## src/rtl/mem_fill_engine_if.sv

```systemverilog
// Control handshake and RAM write port of the memory fill engine.
// The master side starts runs and observes the RAM writes; the slave side is the engine.
interface mem_fill_engine_if #(
  parameter int ADDR_W = 8,
  parameter int DATA_W = 8
);
  logic              en;
  logic              rdy;
  logic [1:0]        mode;
  logic [ADDR_W-1:0] base;
  logic [ADDR_W:0]   count;
  logic [DATA_W-1:0] fill;
  logic [ADDR_W-1:0] addr;
  logic [DATA_W-1:0] wrdata;
  logic              wren;
  logic              done;

  modport master (
    output en, mode, base, count, fill,
    input  rdy, addr, wrdata, wren, done
  );

  modport slave (
    input  en, mode, base, count, fill,
    output rdy, addr, wrdata, wren, done
  );
endinterface

```

## src/rtl/mem_fill_engine.sv

```systemverilog
// Writes a latched run of up to 2**ADDR_W words from base, one per clock, then pulses done.
// All outputs come straight from flops; en is only taken while idle and is never queued.
module mem_fill_engine #(
  parameter int ADDR_W = 8,
  parameter int DATA_W = 8
) (
  input  logic             clk,
  input  logic             rst_n,
  mem_fill_engine_if.slave bus
);

  typedef enum logic [1:0] {IDLE, WRITE, DONE} state_t;

  localparam logic [1:0]      M_IDENTITY = 2'b00;
  localparam logic [1:0]      M_FILL     = 2'b01;
  localparam logic [1:0]      M_DESCEND  = 2'b10;
  localparam logic [ADDR_W:0] ONE        = {{ADDR_W{1'b0}}, 1'b1};
  localparam logic [ADDR_W:0] FULL       = {1'b1, {ADDR_W{1'b0}}};

  state_t            state;
  logic [1:0]        mode_q;
  logic [ADDR_W-1:0] base_q;
  logic [DATA_W-1:0] fill_q;
  logic [ADDR_W:0]   cnt_q;
  logic [ADDR_W:0]   k;

  logic [ADDR_W:0]   cnt_in;
  logic [ADDR_W:0]   k_nxt;
  logic [ADDR_W-1:0] addr_nxt;

  // Zero-extend or truncate an index-width value onto the data bus.
  function automatic logic [DATA_W-1:0] to_data(input logic [ADDR_W:0] v);
    logic [ADDR_W+DATA_W:0] ext;
    ext = {{DATA_W{1'b0}}, v};
    return ext[DATA_W-1:0];
  endfunction

  function automatic logic [DATA_W-1:0] word(
    input logic [1:0]        m,
    input logic [ADDR_W-1:0] a,
    input logic [DATA_W-1:0] f,
    input logic [ADDR_W:0]   c,
    input logic [ADDR_W:0]   i
  );
    case (m)
      M_IDENTITY: return to_data({1'b0, a});
      M_FILL:     return f;
      M_DESCEND:  return to_data(c - i - ONE);
      default:    return f + to_data(i);
    endcase
  endfunction

  // Requests above full depth collapse to a full-depth run.
  always_comb begin
    cnt_in   = bus.count[ADDR_W] ? FULL : bus.count;
    k_nxt    = k + ONE;
    addr_nxt = base_q + k_nxt[ADDR_W-1:0];
  end

  always_ff @(posedge clk) begin
    if (!rst_n) begin
      state      <= IDLE;
      k          <= '0;
      cnt_q      <= '0;
      mode_q     <= '0;
      base_q     <= '0;
      fill_q     <= '0;
      bus.rdy    <= 1'b1;
      bus.wren   <= 1'b0;
      bus.done   <= 1'b0;
      bus.addr   <= '0;
      bus.wrdata <= '0;
    end else begin
      case (state)
        IDLE: begin
          if (bus.en) begin
            mode_q  <= bus.mode;
            base_q  <= bus.base;
            fill_q  <= bus.fill;
            cnt_q   <= cnt_in;
            k       <= '0;
            bus.rdy <= 1'b0;
            if (cnt_in == '0) begin
              state    <= DONE;
              bus.done <= 1'b1;
            end else begin
              state      <= WRITE;
              bus.wren   <= 1'b1;
              bus.addr   <= bus.base;
              bus.wrdata <= word(bus.mode, bus.base, bus.fill, cnt_in, '0);
            end
          end
        end
        WRITE: begin
          if (k == cnt_q - ONE) begin
            state    <= DONE;
            bus.wren <= 1'b0;
            bus.done <= 1'b1;
          end else begin
            k          <= k_nxt;
            bus.addr   <= addr_nxt;
            bus.wrdata <= word(mode_q, addr_nxt, fill_q, cnt_q, k_nxt);
          end
        end
        DONE: begin
          state    <= IDLE;
          bus.done <= 1'b0;
          bus.rdy  <= 1'b1;
        end
        default: state <= IDLE;
      endcase
    end
  end

endmodule

```

## src/flat_wrapper.sv

```systemverilog
// flat-port wrapper written by rule: the top's interface ports become plain ports
module mem_fill_engine_flat 
#(
  parameter int ADDR_W = 8,
  parameter int DATA_W = 8
)
  (clk, rst_n, bus_en, bus_mode, bus_base, bus_count, bus_fill, bus_rdy, bus_addr, bus_wrdata, bus_wren, bus_done);
  mem_fill_engine_if #(.ADDR_W(ADDR_W), .DATA_W(DATA_W)) bus_i ();
  input  logic clk;
  input  logic rst_n;
  input wire logic [$bits(bus_i.en)-1:0] bus_en;
  input wire logic [$bits(bus_i.mode)-1:0] bus_mode;
  input wire logic [$bits(bus_i.base)-1:0] bus_base;
  input wire logic [$bits(bus_i.count)-1:0] bus_count;
  input wire logic [$bits(bus_i.fill)-1:0] bus_fill;
  output wire logic [$bits(bus_i.rdy)-1:0] bus_rdy;
  output wire logic [$bits(bus_i.addr)-1:0] bus_addr;
  output wire logic [$bits(bus_i.wrdata)-1:0] bus_wrdata;
  output wire logic [$bits(bus_i.wren)-1:0] bus_wren;
  output wire logic [$bits(bus_i.done)-1:0] bus_done;
  assign bus_i.en = bus_en;
  assign bus_i.mode = bus_mode;
  assign bus_i.base = bus_base;
  assign bus_i.count = bus_count;
  assign bus_i.fill = bus_fill;
  assign bus_rdy = bus_i.rdy;
  assign bus_addr = bus_i.addr;
  assign bus_wrdata = bus_i.wrdata;
  assign bus_wren = bus_i.wren;
  assign bus_done = bus_i.done;
  mem_fill_engine #(.ADDR_W(ADDR_W), .DATA_W(DATA_W)) u_core (.clk(clk), .rst_n(rst_n), .bus(bus_i));
endmodule
```

## config.mk

```make
export PLATFORM = sky130hd
export DESIGN_NAME = mem_fill_engine_flat
export DESIGN_NICKNAME = d
export VERILOG_FILES = /design/src/rtl/mem_fill_engine_if.sv /design/src/rtl/mem_fill_engine.sv /design/src/flat_wrapper.sv
export SDC_FILE = /design/constraint.sdc
export NUM_CORES = 1
export LEC_CHECK = 0
export CORE_UTILIZATION = 50
export CTS_CLUSTER_SIZE = 28
export DETAILED_ROUTE_END_ITERATION = 10
export PLACE_DENSITY = 0.8
export SLEW_MARGIN = 25
export SYNTH_ARGS = -nofsm -noshare
export SYNTH_HDL_FRONTEND = slang
export SYNTH_SLANG_ARGS = --single-unit
```

## constraint.sdc

```tcl
create_clock -name clk -period 2.5 [get_ports clk]
set_input_delay 0.25 -clock clk [delete_from_list [all_inputs] [get_ports clk]]
set_output_delay 0.25 -clock clk [all_outputs]
set_load 0.05 [all_outputs]
```

==> run metrics <==
status=finished with violations; failing checks=setup timing; synthesized flop and latch total=57; Area Growth Syn to Fin=48.2%; total gr overflow=0; top cells by area, synth=dfxtp_1 (28%), nand2_1 (7.5%), ha_1 (7.4%); highest clock rate=between 300 and 400 MHz; Synth Area in XOR/XNOR=0.0891; H-tree levels=3; area used by multi-input combinational logic=~3100 sq um; antenna violations before repair=0; CP Capture Type=flop; relative slew slack=0.478; DR WL/cell=about 25 microns; most frequent cells in the layout=nand2_1 (80), buf_4 (75), dfxtp_1 (51); ant diodes=0; Peak VDD IR=approximately 0.47 mV; dpl hpwl=9990 microns; CTS buffer count=9; Int Pwr=1980 uW; maximum buffer depth of the clock tree=2; routed wire length=around 19,000 microns; vias in the first global route=4,582; Netlist cell types=58; Initial Utilization=0.521; Die W=~92 microns; Worst Setup Path Type=reg2reg; total area of sequential cells=about 1200 sq um; PD cells=511 nW/um^2; layout cells sized above 1=0.298; # IOs=slightly below 50; Sw Ratio=0.355; commonest non-fill, non-tap cell in the layout=nand2_1; simple-gate share of the synthesized area=0.221; Tot GR Track Use=0.355; predominant post-synthesis flop cell=dfxtp_1; number of synthesized flops with an enable pin=0; Yosys top cell by area=dfxtp_1; crit path time final=about 2900 ps; Mapped Cells=about 520; skew final=11.9 ps; DIE HEIGHT=roughly 92 microns; worst endpoint data arrival time=3220 ps; Routed Antenna Nets=0; Final Hold Fails=0; Hold WC Path Type=reg2reg; sequential power share=0.336; Max Cap Viol=0; post-synth net total=around 570; Max Fanout on Critical Path=4; # hold bufs at CTS=0; final setup vio count=27; fill count=approximately 450; Seq/Total Area, Yosys=0.282; Setup crit start kind=flop; largest family of logic cells by synthesized area=simple AND/OR/NAND/NOR gates; number of remaining DRC errors=0; Pre-Repair DR Iteration Count=7; Leak=approximately 0.0024 uW; Iter 0 DRT Violations=about 860; Logic pwr share=0.328; CTS clk-pin slew, worst paths=80 ps; fin. max-slew vios=0; largest net degree at the start of global routing=37; RSZ-0062 raised after global routing=yes; via count=between 5k and 6k; Clock power frac=0.335; Final period util=1.17; Die Footprint=8450 sq um; Syn. warnings=0; root buf cell=clkbuf_8; Post-synth ARST share=0; Core Rows=32; mux share of post-synthesis cell area=0.0529; clk_lat worst skew=roughly 370 ps; syn avg cell area=7.84 sq um; DP Area=roughly 5200 sq um; clk sinks=57; TritonCTS clock tree=done; final setup margin=-426 ps; vias per std cell=a little over 7; Worst Path Required=about 2800 ps; cell area after layout=between 5000 and 6000 sq um; first-pass GRT wire length=23,100 microns; P_sw=~1100 uW; Core Area=roughly 7800 sq um; gpl congestion=between 0.9 and 1; Worst-Margin Slew=~800 ps; Port-buffer cells=48; post-synth top area share=0.282; adder-cell share of the synthesized area=0.0891; Pwr Total=just over 3000 uW; compound-gate portion of the synthesized area=0.214; nets@finish=693; Syn Std Cell Area=4050 sq um
## logic make-up after synthesis
logic type | after synthesis
multiplexers | 15
adder cells (fa/ha/maj) | 27
buffers and inverters | 54
XOR/XNOR | 38
flip-flops | 57
AO/OA/AOI/OAI | 130
AND/OR/NAND/NOR | 195
## worst max-delay path: stages (launching register included)
cell and delay, ps:
dfxtp_4 380, buf_4 160, clkinvlp_4 200, ha_4 240
inv_1 80, fa_2 220, nor2b_2 50, o31a_1 270
or4b_4 510, a31oi_1 210, a2111o_1 150, o2111ai_1 180
a21oi_1 190
## routing by layer
metal,part of all wire,track usage,vias up
met5,0,0,-
met4,0.098,0.246,0
met3,0.14,0.0738,216
met2,0.42,0.572,559
met1,0.34,0.423,2420
li1,-,-,2084
## synth_stat cells (all sizes together) (8+ instances only)
cell type   n
nand2      81
dfxtp      57
a21oi      49
nor2       41
nand3      27
clkbuf     26
ha         24
o21ai      24
inv        23
xor2       19
xnor2      17
o2111ai    10
mux2i       9
o211ai      9
nor3        8
## power groups by stage
stage                     Combinational (uW)  Clock [uW]  Sequential [uW]
after floorplan                          378           0             1130
after global placement                   765           0             1040
after detailed placement                 785           0             1040
after CTS                                829         998             1020
after global routing                    1030        1060             1030
final                                   1010        1030             1030
## state kept, by name, indices dropped and copies added, names as in the netlist, 2 cells and up
register,cells
u_core.mode_q,2
u_core.cnt_q,9
u_core.base_q,8
u_core.bus.wrdata,8
u_core.fill_q,8
u_core.state,2
u_core.k,9
u_core.bus.addr,8
## what timing repair did
item                       in CTS  in global routing
pin swaps                      11                 31
buffers inserted                3                  9
setup endpoints to repair      26                 29
cloned                          2                  2
gates resized for setup        35                 59
## through the flow
stage | worst slack (ps) | util | cells | hold slack [ps] | TNS (ps)
floorplan | -130 | - | 516 | 386 | -1630
global placement | -159 | 0.668 | 711 | 446 | -2710
detailed placement | -309 | 0.668 | 711 | 448 | -4680
CTS | -193 | 0.722 | 732 | 458 | -3590
global route | -488 | 0.772 | 743 | 496 | -8100
finish | -426 | 0.772 | 743 | 459 | -6490
## worst paths after layout
| path | startpoint | end | slack [ps] | depth (start not counted) |
|---|---|---|---|---|
| worst max-delay path | u_core.k[0]$_SDFFE_PN0P_ | u_core.bus.wrdata[6]$_SDFFE_PN0P_ | -430 | 12 |
| worst min-delay path | u_core.bus.wren$_SDFFE_PN0P_ | u_core.bus.wren$_SDFFE_PN0P_ | 460 | 2 |
| worst max register to register | u_core.k[0]$_SDFFE_PN0P_ | u_core.bus.wrdata[6]$_SDFFE_PN0P_ | -430 | 12 |
| worst min register to register | u_core.bus.wren$_SDFFE_PN0P_ | u_core.bus.wren$_SDFFE_PN0P_ | 460 | 2 |
## cell type report
cell class	instances	area share
clock buffer	11	0.0236
clock inverter	5	0.0132
inverter	24	0.0167
multi-input combinational	406	0.522
sequential	57	0.192
tap	102	0.0213
timing repair buffer	138	0.211
Power figures use the tool's default switching activity.
